## config.mk

```make
export PLATFORM = sky130hd
export DESIGN_NAME = bus_dma
export DESIGN_NICKNAME = d
export VERILOG_FILES = /design/src/rtl/cpu16_bus_pkg.sv /design/src/rtl/rr_arbiter.sv /design/src/rtl/bus_dma.sv
export SDC_FILE = /design/constraint.sdc
export NUM_CORES = 1
export LEC_CHECK = 0
export BUFFER_PORTS_ARGS = -buffer_cell sky130_fd_sc_hd__clkbuf_2
export CELL_PAD_IN_SITES_DETAIL_PLACEMENT = 1
export CELL_PAD_IN_SITES_GLOBAL_PLACEMENT = 1
export CORE_ASPECT_RATIO = 1.25
export CORE_MARGIN = 2
export CORE_UTILIZATION = 38
export CTS_CLUSTER_SIZE = 12
export DETAILED_ROUTE_END_ITERATION = 12
export GPL_TIMING_DRIVEN = 0
export PLACE_DENSITY_LB_ADDON = 0.12
export SETUP_SLACK_MARGIN = 0.1
export SYNTH_ARGS = -nofsm -noshare
export SYNTH_HDL_FRONTEND = slang
export SYNTH_HIERARCHICAL = 1
export SYNTH_SLANG_ARGS = --single-unit
```

## constraint.sdc

```tcl
create_clock -name clk -period 6.4 [get_ports clk]
set_input_delay 0 -clock clk [delete_from_list [all_inputs] [get_ports clk]]
set_output_delay 0 -clock clk [all_outputs]
set_load 0.02 [all_outputs]
```

## src/rtl/cpu16_bus_pkg.sv

```systemverilog
// Shared bus defaults and DMA state encoding for the CPU16-class memory bus.
package cpu16_bus_pkg;

  localparam int unsigned DefDataWidth = 16;
  localparam int unsigned DefAddrWidth = 16;
  localparam int unsigned DefLenWidth  = 8;
  localparam int unsigned DefNumCh     = 4;
  localparam int unsigned DefBurst     = 8;

  typedef enum logic [2:0] {
    S_IDLE    = 3'd0,
    S_HOLD    = 3'd1,
    S_READ    = 3'd2,
    S_LATCH   = 3'd3,
    S_WRITE   = 3'd4,
    S_RELEASE = 3'd5,
    S_DONE    = 3'd6
  } state_e;

endpackage

```

## src/rtl/rr_arbiter.sv

```systemverilog
// Combinational round-robin picker: first requesting channel at or after ptr.
module rr_arbiter #(
  parameter int unsigned NUM_CH = 4
) (
  input  logic [NUM_CH-1:0] req,
  input  logic [2:0]        ptr,
  output logic [2:0]        grant,
  output logic              found
);

  logic [7:0]  req_pad;
  int unsigned idx;

  assign req_pad = 8'(req);

  always_comb begin
    grant = 3'd0;
    found = 1'b0;
    idx   = 0;
    for (int unsigned i = 0; i < NUM_CH; i++) begin
      idx = (32'(ptr) + i) % NUM_CH;
      if (!found && req_pad[idx[2:0]]) begin
        found = 1'b1;
        grant = idx[2:0];
      end
    end
  end

endmodule

```

## src/rtl/bus_dma.sv

```systemverilog
// Multi-channel memory-to-memory DMA that borrows the CPU bus via hold/busy and
// gives it back every BURST words so the CPU is never starved.
module bus_dma
  import cpu16_bus_pkg::*;
#(
  parameter int unsigned DATA_WIDTH = DefDataWidth,
  parameter int unsigned ADDR_WIDTH = DefAddrWidth,
  parameter int unsigned LEN_WIDTH  = DefLenWidth,
  parameter int unsigned NUM_CH     = DefNumCh,
  parameter int unsigned BURST      = DefBurst
) (
  input  logic                         clk,
  input  logic                         reset,
  input  logic [NUM_CH-1:0]            ch_req,
  input  logic [NUM_CH*ADDR_WIDTH-1:0] ch_src,
  input  logic [NUM_CH*ADDR_WIDTH-1:0] ch_dst,
  input  logic [NUM_CH*LEN_WIDTH-1:0]  ch_len,
  output logic [NUM_CH-1:0]            ch_done,
  output logic                         cpu_hold,
  input  logic                         cpu_busy,
  output logic                         bus_own,
  output logic [ADDR_WIDTH-1:0]        address,
  input  logic [DATA_WIDTH-1:0]        dataIn,
  output logic [DATA_WIDTH-1:0]        dataOut,
  output logic                         write,
  output logic [2:0]                   active_ch
);

  localparam int unsigned BurstW = $clog2(BURST + 1);

  state_e                state_q, state_d;
  logic [ADDR_WIDTH-1:0] src_q, src_d, dst_q, dst_d;
  logic [LEN_WIDTH-1:0]  len_q, len_d;
  logic [BurstW-1:0]     burst_q, burst_d;
  logic [DATA_WIDTH-1:0] data_q, data_d;
  logic [2:0]            active_q, active_d, rr_q, rr_d;

  logic [2:0]            grant;
  logic                  found;
  logic [ADDR_WIDTH-1:0] sel_src, sel_dst;
  logic [LEN_WIDTH-1:0]  sel_len;

  rr_arbiter #(
    .NUM_CH(NUM_CH)
  ) u_arb (
    .req  (ch_req),
    .ptr  (rr_q),
    .grant(grant),
    .found(found)
  );

  assign sel_src = ch_src[int'(grant)*ADDR_WIDTH +: ADDR_WIDTH];
  assign sel_dst = ch_dst[int'(grant)*ADDR_WIDTH +: ADDR_WIDTH];
  assign sel_len = ch_len[int'(grant)*LEN_WIDTH +: LEN_WIDTH];

  always_ff @(posedge clk or negedge reset) begin
    if (!reset) begin
      state_q  <= S_IDLE;
      src_q    <= '0;
      dst_q    <= '0;
      len_q    <= '0;
      burst_q  <= '0;
      data_q   <= '0;
      active_q <= '0;
      rr_q     <= '0;
    end else begin
      state_q  <= state_d;
      src_q    <= src_d;
      dst_q    <= dst_d;
      len_q    <= len_d;
      burst_q  <= burst_d;
      data_q   <= data_d;
      active_q <= active_d;
      rr_q     <= rr_d;
    end
  end

  always_comb begin
    state_d  = state_q;
    src_d    = src_q;
    dst_d    = dst_q;
    len_d    = len_q;
    burst_d  = burst_q;
    data_d   = data_q;
    active_d = active_q;
    rr_d     = rr_q;
    unique case (state_q)
      S_IDLE: begin
        if (found) begin
          src_d    = sel_src;
          dst_d    = sel_dst;
          len_d    = sel_len;
          burst_d  = '0;
          active_d = grant;
          // Zero-length requests complete without ever touching the bus.
          state_d  = (sel_len == '0) ? S_DONE : S_HOLD;
        end
      end
      S_HOLD: begin
        if (!cpu_busy) state_d = S_READ;
      end
      S_READ:  state_d = S_LATCH;
      S_LATCH: begin
        data_d  = dataIn;
        state_d = S_WRITE;
      end
      S_WRITE: begin
        src_d   = src_q + ADDR_WIDTH'(1);
        dst_d   = dst_q + ADDR_WIDTH'(1);
        len_d   = len_q - LEN_WIDTH'(1);
        burst_d = burst_q + BurstW'(1);
        if (len_q == LEN_WIDTH'(1))                 state_d = S_DONE;
        else if (32'(burst_q) + 32'd1 == BURST)     state_d = S_RELEASE;
        else                                        state_d = S_READ;
      end
      S_RELEASE: begin
        burst_d = '0;
        state_d = S_HOLD;
      end
      S_DONE: begin
        rr_d    = 3'((32'(active_q) + 32'd1) % NUM_CH);
        state_d = S_IDLE;
      end
      default: state_d = S_IDLE;
    endcase
  end

  always_comb begin
    cpu_hold  = (state_q == S_HOLD) || (state_q == S_READ) ||
                (state_q == S_LATCH) || (state_q == S_WRITE);
    bus_own   = (state_q == S_READ) || (state_q == S_LATCH) || (state_q == S_WRITE);
    write     = (state_q == S_WRITE);
    address   = '0;
    dataOut   = '0;
    if (state_q == S_READ)  address = src_q;
    if (state_q == S_WRITE) begin
      address = dst_q;
      dataOut = data_q;
    end
    active_ch = active_q;
    for (int unsigned i = 0; i < NUM_CH; i++) begin
      ch_done[i] = (state_q == S_DONE) && (32'(active_q) == i);
    end
  end

endmodule

```

# Word level (Yosys, flattened, before mapping)
# Cells that the tools add are included.
dict set report totals {
  word_cells 94
  output_inout_bits 42
  inputBits 183
  ff_bits 68
}
dict set report op_classes {
  shifts 3
  reduce_logical 24
  magnitude_cmp 4
  n_eq_ne 13
  mux 33
  n_addsub 9
}
# op n
set op_table {}
lappend op_table {{indexed part select 64 x 8 -> 16 bit} 2}
lappend op_table {{2-to-1 mux 16 bit} 5}
lappend op_table {{case mux 16 bit (2 select lines)} 2}
lappend op_table {{adder 16 x 1 -> 16 bit (second input constant)} 2}
lappend op_table {{indexed part select 32 x 7 -> 8 bit} 1}
lappend op_table {{2-to-1 mux 3 bit} 8}
lappend op_table {{case mux 3 bit (6 select lines)} 1}
lappend op_table {{less-than comparator 2 x 4 -> 1 bit (second input constant)} 4}
lappend op_table {{case mux 8 bit (2 select lines)} 1}
lappend op_table {{== test 3 x 2 -> 1 bit (second input constant)} 4}
lappend op_table {{case mux 4 bit (3 select lines)} 1}
lappend op_table {{== test 3 bit (second input constant)} 3}
lappend op_table {{binary-select mux 1 bit (select 2 bit)} 4}
lappend op_table {{== test 8 x 1 -> 1 bit (second input constant)} 1}
lappend op_table {{logical NOT 8 bit} 1}
lappend op_table {{2-to-1 mux 1 bit} 8}
lappend op_table {{2-to-1 mux 8 bit} 1}
lappend op_table {{AND reduction 2 bit} 4}
lappend op_table {{subtractor 8 x 1 -> 8 bit (second input constant)} 1}
lappend op_table {{logical AND 1 bit} 7}
lappend op_table {{== test 3 x 1 -> 1 bit (second input constant)} 2}
lappend op_table {{logical NOT 3 bit} 2}
lappend op_table {{adder 4 x 1 -> 5 bit (second input constant)} 1}
lappend op_table {{== test 5 x 4 -> 1 bit (second input constant)} 1}
lappend op_table {{other kinds (10)} 19}

# Logic depth before layout (Yosys ltp)
dict set report depth {
  word_depth 17
  mapped_depth 10
  mapped_depth_nobuf 8
}

# Hierarchy
# The synthesis kept the hierarchy.
# module seq_area_each_um2 area_per_inst_um2 cells_each n_inst
set by_module_without_submodules {}
lappend by_module_without_submodules {bus_dma 1701.6 4789.6 458 1}
lappend by_module_without_submodules {rr_arbiter 0.0 88.8 17 1}

# Worst setup path before layout
# No wires, ideal clock.
dict set report synth_path {
  path_kind {register to register}
  from {register rr_q[0]}
  to {register state_q[0]}
  n_path_buf 2
  synth_period_minus_slack_ps 2442
  path_stages_with_launch 11
  required_ps 6278
  setup_time_ps 122
  arrival_ps 2320
  slack_ps 3958
  cell_sequence {dfrtp_1 inv_2 a221o_1 a21oi_1 buf_2 buf_6 mux4_2 nor4_1 nand2_1 a41oi_1 nand2_1}
}
dict set report synth_between {
  elab_chain_len 17
  word_cells_on_any_way 32
  classes_between {add/sub: 3; eq/ne: 1; shift: 1; mux: 19; reduce/logical: 8}
}
# element line
set synth_lines {}
lappend synth_lines {{start: declaration} bus_dma.sv:36} ;# logic [2:0] active_q, active_d, rr_q, rr_d;
lappend synth_lines {{start signal: assignment} bus_dma.sv:74} ;# rr_q <= rr_d;
lappend synth_lines {{branches (longest 11 deep; another with adder 2 x 1 -> 2 bit)} -}
lappend synth_lines {{2-to-1 mux 3 bit (*)} rr_arbiter.sv:22} ;# if (!found && req_pad[idx[2:0]]) begin
lappend synth_lines {{named net grant[0]} bus_dma.sv:38} ;# logic [2:0] grant;
lappend synth_lines {{indexed part select 32 x 7 -> 8 bit (*)} bus_dma.sv:54} ;# assign sel_len = ch_len[int'(grant)*LEN_WIDTH +: LEN_WIDTH];
lappend synth_lines {{logical NOT 8 bit (*)} bus_dma.sv:96} ;# state_d = (sel_len == '0) ? S_DONE : S_HOLD;
lappend synth_lines {{2-to-1 mux 3 bit (*)} bus_dma.sv:96}
lappend synth_lines {{2-to-1 mux 3 bit (*)} bus_dma.sv:89} ;# if (found) begin
lappend synth_lines {{case mux 3 bit (6 select lines) (*)} bus_dma.sv:87} ;# unique case (state_q)
lappend synth_lines {{end signal: assignment} bus_dma.sv:67} ;# state_q <= state_d;
lappend synth_lines {{end: declaration} bus_dma.sv:31} ;# state_e state_q, state_d;
# Mark *: on every way through the listed nets, which the timed path passes. The select of a mux whose other input is x is not followed.
# A chain may end at the register's enable or synchronous reset.

# Worst setup path in the final report
dict set report layout_path {
  from {register state_q[1]}
  to {output port address[10]}
}
dict set report layout_between {
  elab_chain_len 3
  word_cells_on_any_way 4
  classes_between {eq/ne: 2; mux: 2}
}
# element line
set layout_lines {}
lappend layout_lines {{== test 3 x 2 -> 1 bit} bus_dma.sv:135} ;# if (state_q == S_READ) address = src_q;
lappend layout_lines {{2-to-1 mux 16 bit} bus_dma.sv:135}
lappend layout_lines {{2-to-1 mux 16 bit (*)} bus_dma.sv:136} ;# if (state_q == S_WRITE) begin
lappend layout_lines {{end: declaration} bus_dma.sv:22} ;# output logic [ADDR_WIDTH-1:0] address,
# Mark *: on every way between the ends. The rest lies on a longest branch, timed or not.

==> reports/metrics.cfg <==
[outcome]
status=complete, no violations

[yosys]
syn_avg_cell_area_um2=10.3
synth_area_um2=4870
syn-num-nets=667
synthCells=474
synth_warnings=6

[pwr]
p_sw_mw=1.16
clockPowerShare_pct=20.3
intPower_mw=1.61
vdd_drop_max_uv=137
p_sw_share_pct=41.9
p_comb_share_pct=49.7
power_density_nw_per_um2=412
power.share.sequential_pct=30.0
leakage_nw=3.11

[setup_path]
required_ns=6.40
cp-end-kind=primary output
path_buf_inv=4
cp_cell_sequence=buf_2 -> inv_1 -> nor3_1 -> clkbuf_1 -> a22o_1 -> clkbuf_2
slowest_stage=nor3_1
startpoint_type=flip-flop
critPathTopFamily=buffers and inverters
critical_path.max_stage_delay_ns=0.95
crit_type=reg2out
worstPathArrival_ns=2.90
path_max_fanout=10
reg2reg_slack_ns=3.52

[sta]
rsz0062_at_grt=false
hold_violations=0
finalMaxSlewViolations=0
max_slew.worst_pin.slew_ns=1.16
max-slew-margin-rel_pct=21.8
clock_skew_ns=0.00660
finalCriticalPeriod_ns=2.90
finalCritPeriodShare_pct=45.4
fmax_ghz=0.344
finalSetupTns_ns=0
setup_viol=0

[layout]
nNetsFinal=920
final_util_pct=53.4
syn_to_final_growth_pct=38.2
drive_gt1_share_pct=43.4
diodes=0

[grt]
grt_use_total_pct=26.3
grt_pass1_wl_mm=28.0
grt_max_degree=41
antenna_found_initial=0
grt_pass1_vias=5436
overflow=0

[placed_design]
dp_hpwl_mm=13.8
globalplace.congestion=0.875
port_buffers=224

[floorplan]
row_count=46
core_um2=12600
die_y_um=131
die_w_um=105
pin_count=225
start_util_pct=38.7
dieArea_um2=13800

[clock_tree]
htree_num_levels=3
clkLatencyLatePin_ns=0.34
clockBufferDepth=2
ctsHoldBuffers=17
cts.root.buffer_cell=clkbuf_16
cts.sinks=68
cts-resized-gates=0
numCtsBuffers=9
cts_setup_buffers=0
tritoncts=yes
clk_pin_slew_worst_paths_ns=0.06

[routing]
drt_iter0_markers=199
wl_per_cell_um=20.0
drcViolationCount=0
drt-vias-per-instance=5.59
ant_nets=0
vias=5032
firstDrtPassIters=4
wl_mm=18.0

[worst_hold_path]
hold_class=in2reg

[job]
cap_violations=0

[power groups by stage]
stage | registers (mW) | logic, mW | clock network, mW
final | 0.832 | 1.38 | 0.564
after global routing | 0.859 | 1.51 | 0.590
after CTS | 0.826 | 1.39 | 0.567
after detailed placement | 0.830 | 1.37 | 0
after global placement | 0.813 | 1.33 | 0
after floorplan | 0.775 | 0.966 | 0
[state kept, by name, indices dropped and copies added (netlist names)]
register   flops
active_ch      3
burst_q        4
data_q        16
dst_q         16
len_q          8
rr_q           2
src_q         16
state_q        3
[final timing paths]
| check | endpoint | depth (start not counted) | startpoint |
|---|---|---|---|
| worst max register to register | src_q[9]$_DFFE_PN0P_ | 8 | rr_q[1]$_DFFE_PN0P_ |
| max in group asynchronous | dst_q[6]$_DFFE_PN0P_ | 3 | reset |
| worst max-delay path | address[10] | 6 | state_q[1]$_DFFE_PN0P_ |
| min in group asynchronous | burst_q[2]$_DFFE_PN0P_ | 2 | reset |
| worst min register to register | data_q[4]$_DFFE_PN0P_ | 1 | data_q[4]$_DFFE_PN0P_ |
| worst min-delay path | src_q[11]$_DFFE_PN0P_ | 4 | ch_src[59] |
[metrics by stage]
step           instance area (um2)  std cells  hold slack, ns  worst slack [ns]  total power, mW
6_report                      6740        900          0.0863              3.50             2.78
2_1_floorplan                 4870        474          -0.296              3.96             1.74
3_3_place_gp                  6210        866           0.236              3.65             2.14
5_1_grt                       6740        900           0.103              3.37             2.96
3_5_place_dp                  6230        867        -0.00292              3.56             2.20
4_1_cts                       6740        900          0.0855              3.53             2.78
[cell type report]
type | instances | area (um2)
Fill cell | 1506 | 5870
Buffer | 34 | 156
Sequential cell | 68 | 1700
Inverter | 15 | 56.3
Multi-Input combinational cell | 357 | 2960
Tap cell | 168 | 210
Clock buffer | 13 | 270
Clock inverter | 3 | 67.6
Timing Repair Buffer | 242 | 1310
[tightest hold or removal path: stages]
cell and delay (ns):
clkbuf_2 0.07, mux4_2 0.21, nand2_1 0.05, o21ai_0 0.06
[routing by layer]
metal  global-route usage [%]  part of all wire (%)
met5                        0                     0
met4                     9.57                   2.0
met3                     3.67                   4.8
met2                     49.9                    55
met1                     30.2                    38
[layout by cell type (no fill, tap or decap), types with 8 or more instances in the layout]
| cell | instances |
|---|---|
| clkbuf_2 | 223 |
| dfrtp_1 | 68 |
| nand2_1 | 52 |
| mux4_2 | 40 |
| o21ai_0 | 30 |
| a21oi_1 | 29 |
| clkbuf_1 | 21 |
| and2_1 | 21 |
| a22o_1 | 17 |
| mux2_2 | 17 |
| dlygate4sd3_1 | 17 |
| nor3_1 | 16 |
| nor2_1 | 14 |
| nand3_1 | 13 |
| inv_1 | 12 |
| ha_1 | 10 |
| clkbuf_16 | 9 |
| buf_2 | 8 |
| o211ai_1 | 8 |
No activity file was read; power rests on OpenSTA's default activity.
